==> config.mk <==
export PLATFORM = sky130hd
export DESIGN_NAME = tl_bus_arbiter
export DESIGN_NICKNAME = d
export VERILOG_FILES = /design/src/rtl/tl_bus_arbiter.sv
export SDC_FILE = /design/constraint.sdc
export NUM_CORES = 1
export LEC_CHECK = 0
export BUFFER_PORTS_ARGS = -buffer_cell sky130_fd_sc_hd__buf_2
export CAP_MARGIN = 20
export CORE_AREA = 2 2 130 132
export DETAILED_ROUTE_END_ITERATION = 16
export DIE_AREA = 0 0 132 134
export RECOVER_POWER = 25
export SLEW_MARGIN = 25
export SYNTH_ARGS = -nofsm -noshare
export SYNTH_HDL_FRONTEND = slang
export SYNTH_SLANG_ARGS = --single-unit
==> constraint.sdc <==
create_clock -name clock -period 3.7 [get_ports clock]
set_clock_uncertainty 0.1 [all_clocks]
set_input_delay 0 -clock clock [delete_from_list [all_inputs] [get_ports clock]]
set_output_delay 0 -clock clock [all_outputs]
set_load 0.005 [all_outputs]
==> src/rtl/tl_bus_arbiter.sv <==
// Round-robin TileLink-UL arbiter: NUM_MASTERS requesters onto two slaves, one transaction in flight.
// One-cycle arbitration then REQ/RESP pass-through; grant held across A/D stalls, watchdog forces a denied D beat.
module tl_bus_arbiter #(
  parameter int NUM_MASTERS = 2,
  parameter int TIMEOUT     = 255
) (
  input  logic                      clock,
  input  logic                      reset,
  input  logic [NUM_MASTERS-1:0]    m_a_valid,
  output logic [NUM_MASTERS-1:0]    m_a_ready,
  input  logic [3*NUM_MASTERS-1:0]  m_a_opcode,
  input  logic [32*NUM_MASTERS-1:0] m_a_address,
  input  logic [32*NUM_MASTERS-1:0] m_a_data,
  input  logic [4*NUM_MASTERS-1:0]  m_a_mask,
  output logic [NUM_MASTERS-1:0]    m_d_valid,
  input  logic [NUM_MASTERS-1:0]    m_d_ready,
  output logic [2:0]                m_d_opcode,
  output logic [31:0]               m_d_data,
  output logic                      m_d_denied,
  output logic [1:0]                s_a_valid,
  input  logic [1:0]                s_a_ready,
  output logic [2:0]                s_a_opcode,
  output logic [31:0]               s_a_address,
  output logic [31:0]               s_a_data,
  output logic [3:0]                s_a_mask,
  input  logic [1:0]                s_d_valid,
  output logic [1:0]                s_d_ready,
  input  logic [5:0]                s_d_opcode,
  input  logic [63:0]               s_d_data,
  input  logic [1:0]                s_d_denied
);

  localparam int          GW = (NUM_MASTERS > 2) ? 2 : 1;
  localparam logic [GW:0] NM = (GW+1)'(NUM_MASTERS);
  localparam logic [15:0] TO = 16'(TIMEOUT);

  typedef enum logic [1:0] {IDLE, REQ, RESP} state_t;

  typedef struct packed {
    logic [2:0]  opcode;
    logic [31:0] address;
    logic [31:0] data;
    logic [3:0]  mask;
  } a_req_t;

  state_t          state, state_nxt;
  logic [GW-1:0]   rr, rr_nxt, grant, grant_nxt, pick, cand;
  logic            sel, sel_nxt, found, timed_out;
  logic [15:0]     wdog, wdog_nxt;
  a_req_t          a_lat, a_nxt;
  a_req_t          a_in [NUM_MASTERS];
  logic [2:0]      sd_opcode;
  logic [31:0]     sd_data;
  logic            sd_denied;

  function automatic logic [GW-1:0] wrap_add(input logic [GW-1:0] base, input logic [GW-1:0] off);
    logic [GW:0] s;
    s = {1'b0, base} + {1'b0, off};
    if (s >= NM) s = s - NM;
    return s[GW-1:0];
  endfunction

  // Slave 1 owns exactly 0x2000..0x3FFF; everything else falls back to slave 0.
  function automatic logic decode_slave(input logic [31:0] addr);
    return (addr[31:14] == '0) && addr[13];
  endfunction

  always_comb begin
    for (int i = 0; i < NUM_MASTERS; i++) begin
      a_in[i].opcode  = m_a_opcode[3*i +: 3];
      a_in[i].address = m_a_address[32*i +: 32];
      a_in[i].data    = m_a_data[32*i +: 32];
      a_in[i].mask    = m_a_mask[4*i +: 4];
    end
  end

  always_comb begin
    pick  = rr;
    cand  = '0;
    found = 1'b0;
    for (int k = 0; k < NUM_MASTERS; k++) begin
      cand = wrap_add(rr, GW'(k));
      if (!found && m_a_valid[cand]) begin
        found = 1'b1;
        pick  = cand;
      end
    end
  end

  assign sd_opcode = sel ? s_d_opcode[5:3]  : s_d_opcode[2:0];
  assign sd_data   = sel ? s_d_data[63:32]  : s_d_data[31:0];
  assign sd_denied = sel ? s_d_denied[1]    : s_d_denied[0];
  assign timed_out = (wdog >= TO);

  assign s_a_opcode  = a_lat.opcode;
  assign s_a_address = a_lat.address;
  assign s_a_data    = a_lat.data;
  assign s_a_mask    = a_lat.mask;

  always_ff @(posedge clock or negedge reset) begin
    if (!reset) begin
      state <= IDLE;
      rr    <= '0;
      grant <= '0;
      sel   <= 1'b0;
      wdog  <= '0;
      a_lat <= '0;
    end else begin
      state <= state_nxt;
      rr    <= rr_nxt;
      grant <= grant_nxt;
      sel   <= sel_nxt;
      wdog  <= wdog_nxt;
      a_lat <= a_nxt;
    end
  end

  always_comb begin
    state_nxt  = state;
    rr_nxt     = rr;
    grant_nxt  = grant;
    sel_nxt    = sel;
    wdog_nxt   = wdog;
    a_nxt      = a_lat;
    m_a_ready  = '0;
    s_a_valid  = '0;
    m_d_valid  = '0;
    s_d_ready  = '0;
    m_d_opcode = '0;
    m_d_data   = '0;
    m_d_denied = 1'b0;
    case (state)
      IDLE: begin
        if (found) begin
          grant_nxt = pick;
          a_nxt     = a_in[pick];
          sel_nxt   = decode_slave(a_in[pick].address);
          state_nxt = REQ;
        end
      end
      REQ: begin
        s_a_valid[sel]   = 1'b1;
        m_a_ready[grant] = s_a_ready[sel];
        if (s_a_ready[sel]) begin
          rr_nxt    = wrap_add(grant, GW'(1));
          wdog_nxt  = '0;
          state_nxt = RESP;
        end
      end
      RESP: begin
        if (timed_out) begin
          // Slave is ignored from here on; the late beat is never acknowledged.
          m_d_valid[grant] = 1'b1;
          m_d_denied       = 1'b1;
          if (m_d_ready[grant]) state_nxt = IDLE;
        end else begin
          m_d_valid[grant] = s_d_valid[sel];
          s_d_ready[sel]   = m_d_ready[grant];
          m_d_opcode       = sd_opcode;
          m_d_data         = sd_data;
          m_d_denied       = sd_denied;
          if (s_d_valid[sel] && m_d_ready[grant]) state_nxt = IDLE;
          else                                    wdog_nxt  = wdog + 16'd1;
        end
      end
      default: state_nxt = IDLE;
    endcase
  end

endmodule

==> results.py <==
metrics = {
    "status": {
        "status": "complete, but fails checks",
        "violations": "capacitance limit, slew limit",
    },
    "yosys": {
        "ys_warn_count": 0,
        "synth.area.top_cells": "dfrtp_1 (46%), mux2i_1 (22%), nor2_1 (9.1%), a21oi_1 (7.7%), buf_2 (1.4%)",
        "synth_nets": 752,
        "syn_area_um2": 5000,
        "ys_seq_elements": 92,
        "avgSynthCellArea_um2": 9.49,
        "ys_seq_area_share_pct": 46.0,
        "synth_top_area_share_pct": 46.0,
        "yosysUniqueCellTypes": 38,
        "synth_cells": 527,
        "synth_largest_area_cell": "dfrtp_1",
    },
    "timing": {
        "worstMarginPinSlew_ps": 1850,
        "period_minus_slack_ps": 2940,
        "max_freq_mhz": 341,
        "finalSetupTns_ps": 0,
        "drv_slew": 33,
        "period_share_pct": 79.3,
        "slew_headroom_pct": -23.4,
        "setup_viol": 0,
        "hold_violations": 0,
        "rsz0062_at_grt": "no",
    },
    "finish": {
        "antenna_cells": 0,
        "area_delta_synth_final_pct": 73.9,
        "fillers": 1499,
        "final_cells": 1227,
        "final_common_cell": "buf_2",
        "final_util_pct": 53.4,
        "nets": 1227,
        "drive_gt1_share_pct": 33.5,
        "layout_common_cells": "buf_2 (303), dlygate4sd3_1 (151), nor2_1 (121), mux2i_1 (110), dfrtp_1 (91)",
    },
    "clock_tree": {
        "htreeDepth": 3,
        "clock_latency_ps": 340,
        "clock_sinks": 92,
        "clockRootBuffer": "clkbuf_16",
        "cts_tree": "done",
        "numCtsBuffers": 9,
        "clock_path_buffers": 2,
        "path_clk_slew_ps": 60,
    },
    "min_path": {
        "hold_depth": 4,
        "hold_start": "s_d_valid[0]",
        "min_to": "state[1]$_DFFE_PN0P_",
        "hold_class": "in -> reg",
    },
    "critical_path": {
        "arrival_ps": 3100,
        "worstSetupPathType": "reg -> reg",
        "crit_family": "buffers and inverters",
        "max_stage_delay_ps": 620,
        "cp_cell_sequence": "nor2_1, o21ai_4, buf_4, nand4_1, dlygate4sd3_1, a31oi_1, dlygate4sd3_1",
        "cp.required_ps": 3860,
        "endpoint_kind": "register",
        "reg2reg_depth": 7,
        "critPathBufInv": 3,
        "r2r_end": "sel$_DFFE_PN0P_",
        "rr_startpoint": "rr$_DFFE_PN0P_",
        "crit_top_cell": "dlygate4sd3_1",
        "rrSetupSlack_ps": 760,
        "start_kind": "register",
        "critPathSlowestCell": "dlygate4sd3_1",
        "worstPathMaxFanout": 13,
    },
    "global_route": {
        "grt_overflow_total": 0,
        "grt_use_total_pct": 21.8,
        "grt_max_degree": 91,
        "antenna_found_initial": 0,
        "grt_pass1_vias": 5979,
        "grt_pass1_wl_um": 30700,
    },
    "placed_design": {
        "globalplace.congestion": 0.821,
        "dp_hpwl_um": 12900,
        "placed_cells": 1060,
        "io_buffers": 338,
    },
    "job": {
        "cap_violations": 1,
    },
    "floorplan": {
        "ioPinCount": 339,
        "rows": 47,
        "die_h_um": 134,
        "dieWidth_um": 132,
        "initial_core_util_pct": 30.7,
        "core_area_um2": 16300,
        "die-area_um2": 17700,
    },
    "drt": {
        "ant_nets": 0,
        "firstDrtPassIters": 5,
        "vias": 5792,
        "wire_per_inst_um": 15.8,
        "vias_per_cell": 4.72,
        "drc": 0,
        "drt_iter0_markers": 300,
        "wirelength_um": 19400,
    },
    "power": {
        "p_leak_uw": 0.00433,
        "p_per_area_nw_per_um2": 610,
        "peakVddDrop_uv": 312,
    },
}
-- area by class of cell --
| class | instances | area (um^2) | area share (%) |
|---|---|---|---|
| timing repair buffer | 500 | 3260 | 37.5 |
| multi-input combinational | 397 | 2550 | 29.3 |
| tap | 220 | 275 | 3.17 |
| sequential | 92 | 2300 | 26.5 |
| clock buffer | 10 | 239 | 2.75 |
| inverter | 2 | 7.51 | 0.0863 |
| clock inverter | 6 | 62.6 | 0.719 |
-- worst min-delay path: cells and delay by family --
family                 cells  cell delay [ps]
AOI/OAI and AO/OA          2              250
buffers and inverters      1               90
muxes                      1               90
-- state kept, by name, indices dropped and copies added, names as in the netlist --
name / flops
s_a_address: 32
state: 2
wdog: 16
grant: 1
rr: 1
s_a_data: 32
sel: 1
s_a_opcode: 3
s_a_mask: 4
-- power by group --
group | switching [uW] | leakage (uW) | total, uW | internal (uW)
clock | 405 | 0.000153 | 947 | 543
combinational | 1400 | 0.00312 | 2670 | 1280
sequential | 250 | 0.00106 | 1690 | 1440
total | 2050 | 0.00433 | 5300 | 3250
-- per-stage QoR --
stage	area (um^2)	power (uW)	hold WS, ps	worst slack [ps]
2_1_floorplan	5000	3070	-396	1770
3_3_place_gp	6930	4040	-313	1580
3_5_place_dp	6930	4070	-314	1600
4_1_cts	8750	5340	6.84	647
5_1_grt	8700	5700	56.9	599
6_report	8700	5300	30.9	765
-- Yosys cell counts --
cell and n:
a211oi_1 1, a21o_1 1, a21oi_1 77, a22oi_1 1, a31oi_1 4, a41o_1 2
a41oi_1 4, and2_1 4, and3_1 7, and4_1 4, buf_1 6, buf_2 14
buf_6 1, clkbuf_1 15, dfrtp_1 92, ha_1 1, inv_1 2, mux2_2 2
mux2i_1 110, mux2i_2 1, nand2_1 13, nand2b_1 4, nand3_1 2, nand4_1 2
nand4b_1 1, nor2_1 121, nor2b_1 2, nor3_1 5, nor4_1 10, nor4b_1 2
o21a_1 1, o21a_4 1, o21ai_0 4, o21ai_1 2, o21bai_1 1, o31ai_1 3
or2_2 1, or4_1 3
-- metal layers --
layer / vias to the layer above / part of all wire (%) / global-route usage (%)
met5: - / 0 / 0
met4: 0 / 2.3 / 8.45
met3: 32 / 5.3 / 4.42
met2: 208 / 51 / 38.5
met1: 2726 / 41 / 26.2
li1: 2826 / - / -
-- what timing repair did --
action	in CTS	in global routing
setup buffers	0	0
setup endpoints to repair	0	0
hold buffers	151	0
gates resized for setup	0	0
endpoints found under the hold margin	166	0
-- cells by family after synthesis --
logic type / count (synthesis) / share of synthesized area [%]
and+or+nand+nor: 181 / 16.2
muxes: 113 / 22.7
AOI/OAI and AO/OA: 102 / 11.4
DFF: 92 / 46.0
buffers and inverters: 38 / 3.35
adders and majority gates: 1 / 0.250
-- worst max path at each step --
stage                          from                   to  slack, ps  cells past startpoint
2_1_floorplan   wdog[0]$_DFFE_PN0P_  wdog[7]$_DFFE_PN0P_       1770                      6
3_3_place_gp   state[0]$_DFFE_PN0P_      sel$_DFFE_PN0P_       1580                      5
3_5_place_dp        sel$_DFFE_PN0P_  wdog[3]$_DFFE_PN0P_       1600                      5
4_1_cts             m_a_address[51]      sel$_DFFE_PN0P_        650                      9
5_1_grt             m_a_address[51]      sel$_DFFE_PN0P_        600                      9
6_report             rr$_DFFE_PN0P_      sel$_DFFE_PN0P_        760                      7
No activity file was read; power rests on OpenSTA's default activity.
